<file path="config.mk">
export PLATFORM = sky130hd
export DESIGN_NAME = serial_magnitude_comparator_ctrl
export DESIGN_NICKNAME = d
export VERILOG_FILES = /design/src/rtl/serial_magnitude_comparator_ctrl.sv
export SDC_FILE = /design/constraint.sdc
export NUM_CORES = 1
export LEC_CHECK = 0
export CAP_MARGIN = 10
export CORE_MARGIN = 5
export CORE_UTILIZATION = 40
export CTS_CLUSTER_DIAMETER = 80
export CTS_CLUSTER_SIZE = 20
export DETAILED_ROUTE_END_ITERATION = 16
export GPL_ROUTABILITY_DRIVEN = 0
export PLACE_DENSITY = 0.68
export SLEW_MARGIN = 20
export SYNTH_ARGS = -nofsm -noshare
export SYNTH_HDL_FRONTEND = slang
export SYNTH_SLANG_ARGS = --single-unit
</file>
<file path="constraint.sdc">
create_clock -name i_CLK -period 2.5 [get_ports i_CLK]
set_input_delay 0.5 -clock i_CLK [delete_from_list [all_inputs] [get_ports i_CLK]]
set_output_delay 0.5 -clock i_CLK [all_outputs]
set_load 0.05 [all_outputs]
</file>
<file path="src/rtl/serial_magnitude_comparator_ctrl.sv">
// Byte-serial magnitude comparator: walks two WIDTH-bit operands MSB byte first
// through one shared 8-bit comparator, stopping at the first unequal byte.

module eight_bit_comparator (
  input  logic [7:0] i_A,
  input  logic [7:0] i_B,
  output logic       o_LT,
  output logic       o_GT,
  output logic       o_EQ
);
  assign o_LT = (i_A < i_B);
  assign o_GT = (i_A > i_B);
  assign o_EQ = (i_A == i_B);
endmodule

module serial_magnitude_comparator_ctrl #(
  parameter int WIDTH = 32
) (
  input  logic             i_CLK,
  input  logic             i_RST_N,
  input  logic             i_VALID,
  output logic             o_READY,
  input  logic             i_SIGNED,
  input  logic [WIDTH-1:0] i_OPERAND_A,
  input  logic [WIDTH-1:0] i_OPERAND_B,
  input  logic             i_CLEAR,
  output logic             o_BUSY,
  output logic             o_DONE,
  output logic             o_LT,
  output logic             o_GT,
  output logic             o_EQ
);

  localparam int BYTES = WIDTH / 8;
  localparam int IDX_W = (BYTES > 1) ? $clog2(BYTES) : 1;
  localparam logic [IDX_W-1:0] TOP_IDX = IDX_W'(BYTES - 1);

  if ((WIDTH % 8) != 0 || WIDTH < 8) begin : g_bad_width
    $error("serial_magnitude_comparator_ctrl: WIDTH must be a multiple of 8 and at least 8");
  end

  typedef enum logic [1:0] {
    ST_IDLE    = 2'd0,
    ST_COMPARE = 2'd1,
    ST_DONE    = 2'd2
  } state_e;

  state_e           state_q, state_d;
  logic [IDX_W-1:0] idx_q, idx_d;
  logic [WIDTH-1:0] a_q, a_d;
  logic [WIDTH-1:0] b_q, b_d;
  logic             signed_q, signed_d;
  logic             lt_q, lt_d;
  logic             gt_q, gt_d;
  logic             eq_q, eq_d;

  logic [7:0] byte_a, byte_b;
  logic       cmp_lt, cmp_gt, cmp_eq;
  logic       flip_msb;

  // Signed compare = unsigned compare after flipping the sign bit of the top byte only.
  assign flip_msb = signed_q && (idx_q == TOP_IDX);
  assign byte_a   = a_q[idx_q*8 +: 8] ^ {flip_msb, 7'b0};
  assign byte_b   = b_q[idx_q*8 +: 8] ^ {flip_msb, 7'b0};

  eight_bit_comparator u_cmp (
    .i_A  (byte_a),
    .i_B  (byte_b),
    .o_LT (cmp_lt),
    .o_GT (cmp_gt),
    .o_EQ (cmp_eq)
  );

  always_ff @(posedge i_CLK or negedge i_RST_N) begin
    if (!i_RST_N) begin
      state_q  <= ST_IDLE;
      idx_q    <= TOP_IDX;
      a_q      <= '0;
      b_q      <= '0;
      signed_q <= 1'b0;
      lt_q     <= 1'b0;
      gt_q     <= 1'b0;
      eq_q     <= 1'b0;
    end else begin
      state_q  <= state_d;
      idx_q    <= idx_d;
      a_q      <= a_d;
      b_q      <= b_d;
      signed_q <= signed_d;
      lt_q     <= lt_d;
      gt_q     <= gt_d;
      eq_q     <= eq_d;
    end
  end

  always_comb begin
    state_d  = state_q;
    idx_d    = idx_q;
    a_d      = a_q;
    b_d      = b_q;
    signed_d = signed_q;
    lt_d     = lt_q;
    gt_d     = gt_q;
    eq_d     = eq_q;
    if (i_CLEAR) begin
      state_d = ST_IDLE;
      idx_d   = TOP_IDX;
      lt_d    = 1'b0;
      gt_d    = 1'b0;
      eq_d    = 1'b0;
    end else begin
      case (state_q)
        ST_IDLE: begin
          if (i_VALID) begin
            state_d  = ST_COMPARE;
            idx_d    = TOP_IDX;
            a_d      = i_OPERAND_A;
            b_d      = i_OPERAND_B;
            signed_d = i_SIGNED;
            lt_d     = 1'b0;
            gt_d     = 1'b0;
            eq_d     = 1'b0;
          end
        end
        ST_COMPARE: begin
          if (!cmp_eq) begin
            state_d = ST_DONE;
            lt_d    = cmp_lt;
            gt_d    = cmp_gt;
            eq_d    = 1'b0;
          end else if (idx_q == '0) begin
            state_d = ST_DONE;
            eq_d    = 1'b1;
          end else begin
            idx_d = idx_q - 1'b1;
          end
        end
        ST_DONE: state_d = ST_IDLE;
        default: state_d = ST_IDLE;
      endcase
    end
  end

  always_comb begin
    o_READY = (state_q == ST_IDLE);
    o_BUSY  = (state_q != ST_IDLE);
    o_DONE  = (state_q == ST_DONE);
    o_LT    = lt_q;
    o_GT    = gt_q;
    o_EQ    = eq_q;
  end

endmodule

</file>
==> impl_results.md, run 1 <==
* Clock Skew at 0.006088 ns
* Worst flop-to-flop path endpoint: idx_q[1]$_DFFE_PN1P_
* GRT Overall Usage at 14.43%
* Min Tclk post-route at 2.563 ns
* Final hold vios at 0
* Critical setup path kind: flip-flop to flip-flop
* Comb power frac at 24.8%
* Syn Inst Count at 223
* First-pass GRT wire length at 11.31 mm
* Root buf cell: clkbuf_8
* Total CTS buffers at 9
* Share of cells above drive strength 1 at 27.44%
* Top-level I/O count at 75
* Pleak at 1.940 nW
* Final setup fails at 4
* Outcome: complete, but fails checks
* Clock transition at the registers of the reported paths at 0.07 ns
* Hold Crit Class: primary input to asynchronous set/reset pin
* Cell variety after synth at 33
* Std-Cell Rows at 33
* Seq pwr share at 48.0%
* Crit. Startpoint: idx_q[0]$_DFFE_PN1P_
* Initial Util at 41.19%
* Netlist Area Pre-Place at 3384 sq um
* Iteration-0 DRC Markers at 74
* Flops & latches, synth at 72
* Dominant synthesized flop cell: dfrtp_1
* Critical path destination: idx_q[1]$_DFFE_PN1P_
* Final Cell Area at 4603 sq um
* Chip height at 102.0 um
* WL final at 7.016 mm
* Vias in the first global route at 2,342
* Largest net degree at the start of global routing at 73
* Required @ worst endpoint at 2.76 ns
* DR vias/cell at 4.991
* Reg2Reg Depth at 9
* Setup TNS at -0.1616 ns
* Ant diodes at 0
* Switching part of the total at 26.41%
* Die W at 102.0 um
* Initial antenna violation count at 0
* Dpl ws at -0.1562 ns
* EDFF count, synth at 0
* Async set-reset flop share out of synthesis at 100.0%
* Total grt overflow at 0
* Max-cap check violation count at 0
* Final Cycle Share at 102.5%
* Clock Power Share at 27.3%
* CTS tree: yes
* Setup ws final at -0.06299 ns
* Port Buf Inserts at 74
* Post-route ant nets at 0
* Clock Sink Count at 72
* Syn Area/Cell at 15.18 sq um
* Switch Pwr at 832.7 uW
* Yosys Warn Count at 0
* # DRC at 0
* Post-CTS Hold Fix Bufs at 0
* Violated checks: negative setup slack
* Max_slew headroom at 39.92%
* Pwr Density at 685.0 nW/um^2
* Fmax at 0.3902 GHz
* RSZ-0062 raised after global routing: yes
* Critical Path Fanout Max at 6
* Fin. max-slew vios at 0
* DR vias at 2,106
* DR WL/cell at 16.63 um
* Int Pwr at 2.320 mW
* Critical Path AT at 2.82 ns
* H-tree depth at 3
* Clock latency on the worst-skew pair at 0.34 ns
* Area grow syn2layout at 36.01%
* Mapped Nets at 302
* Register area share after synthesis at 53.31%
* Setup crit start kind: flip-flop
* Worst r2r src: idx_q[0]$_DFFE_PN1P_
* Initial DRT Pass Iterations at 4
* Detail Placement HPWL at 4.964 mm
* Max rail drop VDD at 0.4506 mV
* R2R Setup Slk at -0.06 ns
* Die area at 10,400 sq um
* Core ar. at 8217 sq um
* Slew @ Worst Pin at 0.9011 ns
* DP Area at 4249 sq um
* NumNets Final at 391
* Crit end category: flip-flop
* CTS Buffer Depth at 2
synth_stat cells (all sizes together) (2+ instances only):
cell type | number | area share (%)
mux2 | 65 | 22
o211ai | 2 | 0.44
buf | 10 | 2.4
nand4 | 2 | 0.37
inv | 12 | 1.3
dfstp | 2 | 1.6
or2 | 2 | 0.44
o21ai | 3 | 0.44
dfrtp | 70 | 52
ha | 10 | 3.7
a21oi | 5 | 0.74
nand2 | 3 | 0.33
nor2 | 5 | 0.55
nor3b | 2 | 0.59
mux4 | 16 | 11
nor2b | 2 | 0.37
area by class of cell:
cell class | count | area [sq um]
inverter | 12 | 45.04
tap | 105 | 131.4
clock inverter | 4 | 45.04
timing repair buffer | 89 | 923.4
sequential | 72 | 1804
clock buffer | 12 | 135.1
multi-input combinational | 128 | 1519
fill | 703 | 3613
state kept, by name, indices dropped and copies added (netlist names):
register  count
o_LT          1
b_q          32
a_q          32
o_EQ          1
o_GT          1
signed_q      1
state_q       2
idx_q         2
kinds of logic after synthesis:
| group | after synthesis | synth area share (%) |
|---|---|---|
| flops | 72 | 53.31 |
| simple gates | 19 | 3.179 |
| fa+ha+maj | 10 | 3.697 |
| mux | 82 | 32.57 |
| xor+xnor | 2 | 0.5177 |
| compound gates | 15 | 2.920 |
| buf+inv | 23 | 3.807 |
stage by stage:
| stage | power [mW] | hold WS (ns) | cells | utilization, % |
|---|---|---|---|---|
| after global placement | 2.215 | 0.4652 | 399 | 51.71 |
| after detailed placement | 2.245 | 0.4743 | 399 | 51.71 |
| final | 3.153 | 0.2858 | 422 | 56.02 |
| after global routing | 3.335 | 0.3575 | 422 | 56.02 |
| after CTS | 3.138 | 0.3169 | 418 | 54.70 |
| after floorplan | 1.966 | 0.2044 | 223 | - |
worst max-delay path: stages (launching register included):
cell     delay [ns]
dfstp_2        0.59
buf_12         0.14
mux4_2         0.50
xor2_1         0.16
ha_1           0.30
nand4_1        0.11
buf_6          0.16
nor3_4         0.23
and2_4         0.19
a32oi_1        0.10
power by group through the flow:
stage / combinational [mW] / clock [mW] / sequential, mW
6_report: 0.780 / 0.860 / 1.51
5_1_grt: 0.860 / 0.933 / 1.54
4_1_cts: 0.732 / 0.889 / 1.52
3_5_place_dp: 0.705 / 0 / 1.54
3_3_place_gp: 0.681 / 0 / 1.53
2_1_floorplan: 0.469 / 0 / 1.50
how the worst min path moves through the flow:
stage | startpoint | end | slack, ns
5_1_grt | i_RST_N | a_q[5]$_DFFE_PN0P_ | 0.36
6_report | i_RST_N | a_q[21]$_DFFE_PN0P_ | 0.29
4_1_cts | i_RST_N | a_q[1]$_DFFE_PN0P_ | 0.32
3_5_place_dp | a_q[25]$_DFFE_PN0P_ | a_q[25]$_DFFE_PN0P_ | 0.47
2_1_floorplan | i_RST_N | a_q[0]$_DFFE_PN0P_ | 0.20
3_3_place_gp | b_q[24]$_DFFE_PN0P_ | b_q[24]$_DFFE_PN0P_ | 0.47
what timing repair did:
item                       CTS  global route
setup endpoints to repair    6             6
cloned                       1             0
buffers inserted             2             4
pin swaps                    4             7
resized for setup            3            18
placed cells by master (no fill, tap or decap), types with 2 or more instances in the layout:
cell and count:
clkdlybuf4s50_1 73, dfrtp_1 70, mux2_1 39, mux2_2 26
mux4_2 16, inv_1 9, clkbuf_8 9, buf_4 8
ha_1 7, a21oi_1 5, nor2_1 4, buf_6 4
inv_2 3, nand2_1 3, ha_4 3, clkinv_2 3
clkbuf_1 3, buf_12 3, nor2b_1 2, nand4_1 2
o21ai_1 2, o211ai_1 2, dfstp_2 2
routing by layer:
metal	share of wire, %	GRT usage (%)
met5	0	0
met2	51	24.54
met1	42	17.47
met4	1.8	5.449
met3	5.3	4.096
(Power assumes the default switching activity.)
==> run 2, diff against run 1 <==
--- a/config.mk
+++ b/config.mk
@@ -9,10 +9,11 @@
 export CORE_MARGIN = 5
 export CORE_UTILIZATION = 40
 export CTS_CLUSTER_DIAMETER = 80
-export CTS_CLUSTER_SIZE = 20
+export CTS_CLUSTER_SIZE = 16
 export DETAILED_ROUTE_END_ITERATION = 16
 export GPL_ROUTABILITY_DRIVEN = 0
 export PLACE_DENSITY = 0.68
+export REMOVE_ABC_BUFFERS = 1
 export SLEW_MARGIN = 20
 export SYNTH_ARGS = -nofsm -noshare
 export SYNTH_HDL_FRONTEND = slang
==> run 2 against run 1 <==
The run still ends with negative setup slack left. Hold slack lost 0.0080 ns. Fmax grew 2.2%. Count of clock-buffer cells in the layout grew 1. Die area unchanged. Sequential power barely moved. Combinational power fell by 5.6%. Non-clock buffer count shrank 3. Setup slack better by 0.054 ns. Via count down 0.33%. Power rose by 2.5%. Cell area decreased by 1.3%. Critical endpoint unchanged. Largest power group unchanged.
==> impl_results.md, run 2 (same netlist as run 1, synthesis figures left out) <==
* Setup crit start kind: flip-flop
* Root buf cell: clkbuf_8
* DP Area at 4274 sq um
* NumNets Final at 388
* Most common cell after layout, fill and taps aside: clkdlybuf4s50_1
* Max_slew headroom at 40.67%
* Fmax at 0.3986 GHz
* Total grt overflow at 0
* Initial Util at 41.19%
* Violated checks: negative setup slack
* WL final at 6.557 mm
* Total CTS buffers at 9
* Min Tclk post-route at 2.509 ns
* Critical Path AT at 2.77 ns
* Initial DRT Pass Iterations at 6
* CTS Buffer Depth at 2
* Crit end category: flip-flop
* Fill cells at 708
* Clock latency on the worst-skew pair at 0.34 ns
* Area grow syn2layout at 34.20%
* Die W at 102.0 um
* Clock Sink Count at 72
* Critical Path Fanout Max at 6
* RSZ-0062 raised after global routing: yes
* Final setup fails at 1
* Fin util at 55.28%
* DR WL/cell at 15.65 um
* Hold WS at 0.2778 ns
* Hold Crit Class: primary input to asynchronous set/reset pin
* Largest regs: a_q: 32 flops, b_q: 32 flops
* Die area at 10,400 sq um
* Share of cells above drive strength 1 at 24.52%
* Port Buf Inserts at 74
* Vias in the first global route at 2,349
* Final Cycle Share at 100.4%
* Multi-input logic area at 1481 sq um
* Post-CTS Hold Fix Bufs at 0
* Top-level I/O count at 75
* Commonest non-fill, non-tap cells in the layout: clkdlybuf4s50_1, dfrtp_1, mux2_1, mux2_2, mux4_2
* Critical setup path kind: flip-flop to flip-flop
* Final hold vios at 0
* Outcome: complete, but fails checks
* Reg area at 1804 sq um
* Detail Placement HPWL at 4.767 mm
* GRT Overall Usage at 14.06%
* CTS tree: yes
* Clock transition at the registers of the reported paths at 0.07 ns
* First-pass GRT wire length at 11.13 mm
* DR vias/cell at 5.010
* Max-cap check violation count at 0
* Pwr Density at 711.6 nW/um^2
* Post-route ant nets at 0
* Fin. max-slew vios at 0
* # DRC at 0
* Core ar. at 8217 sq um
* Slew @ Worst Pin at 0.8900 ns
* Chip height at 102.0 um
* Clock Skew at 0.005350 ns
* Largest net degree at the start of global routing at 73
* Ant diodes at 0
* Required @ worst endpoint at 2.76 ns
* R2R Setup Slk at -0.009 ns
* Iteration-0 DRC Markers at 72
* Final Cell Area at 4542 sq um
* Setup ws final at -0.008969 ns
* Setup TNS at -0.008969 ns
* Pleak at 1.921 nW
* DR vias at 2,099
* Max rail drop VDD at 0.3673 mV
* H-tree depth at 3
* Std-Cell Rows at 33
* Initial antenna violation count at 0
==> run 2: changes by cell type in the layout (fill, tap and decap cells not counted), sizes merged <==
cell	delta
buf	-3
bufinv	+1
clkinv	-2
clkbuf	+1
==> run 2: timing repair <==
item | in CTS | in global routing
setup buffers | 3 | 1
pin swaps | 4 | 0
resized for setup | 4 | 2
endpoints found under the hold margin | 0 | 0
setup endpoints to repair | 5 | 7
==> run 2: final timing paths <==
path                                 startpoint                    to  cells past startpoint
setup / recovery           idx_q[0]$_DFFE_PN1P_  idx_q[1]$_DFFE_PN1P_                      7
hold / removal                          i_RST_N    a_q[0]$_DFFE_PN0P_                      1
setup reg to reg           idx_q[0]$_DFFE_PN1P_  idx_q[1]$_DFFE_PN1P_                      7
hold reg to reg             b_q[30]$_DFFE_PN0P_   b_q[30]$_DFFE_PN0P_                      1
max in group asynchronous               i_RST_N   a_q[15]$_DFFE_PN0P_                      1
min in group i_CLK          b_q[30]$_DFFE_PN0P_   b_q[30]$_DFFE_PN0P_                      1
==> run 2: area by class of cell <==
class / count / share of cell area (%)
clock buffers: 13 / 3.278
clock inverters: 3 / 1.433
inverters: 12 / 0.9917
multi-input cells: 128 / 32.62
flip-flops and latches: 72 / 39.72
well taps: 105 / 2.893
repair buffers: 86 / 19.06
==> run 2: report_power, final <==
part           internal (mW)  switching [mW]  total (mW)
clock                  0.589           0.400       0.989
sequential              1.39           0.113        1.51
combinational          0.452           0.283       0.736
==> run 2: routing by layer <==
layer | up-vias | track usage, % | wire (um)
met5 | - | 0 | 0
met4 | 0 | 4.238 | 83
met3 | 8 | 5.392 | 410
met2 | 54 | 22.14 | 3149
met1 | 1054 | 18.16 | 2914
li1 | 983 | - | -
==> run 2: through the flow <==
stage	worst slack [ns]	cells	total power, mW
5_1_grt	-0.1349	419	3.429
3_3_place_gp	-0.008110	399	2.242
3_5_place_dp	-0.1139	399	2.260
2_1_floorplan	-1.490	212	1.957
6_report	-0.008969	419	3.232
4_1_cts	-0.01103	418	3.280
==> run 2: worst max-delay path, stage by stage, from the launching register on <==
cell and delay (ns):
dfstp_2 0.64, mux4_2 0.53, xor2_1 0.16, ha_1 0.30, nand4_1 0.21, nor3_2 0.30
and2_4 0.19, a32oi_1 0.10
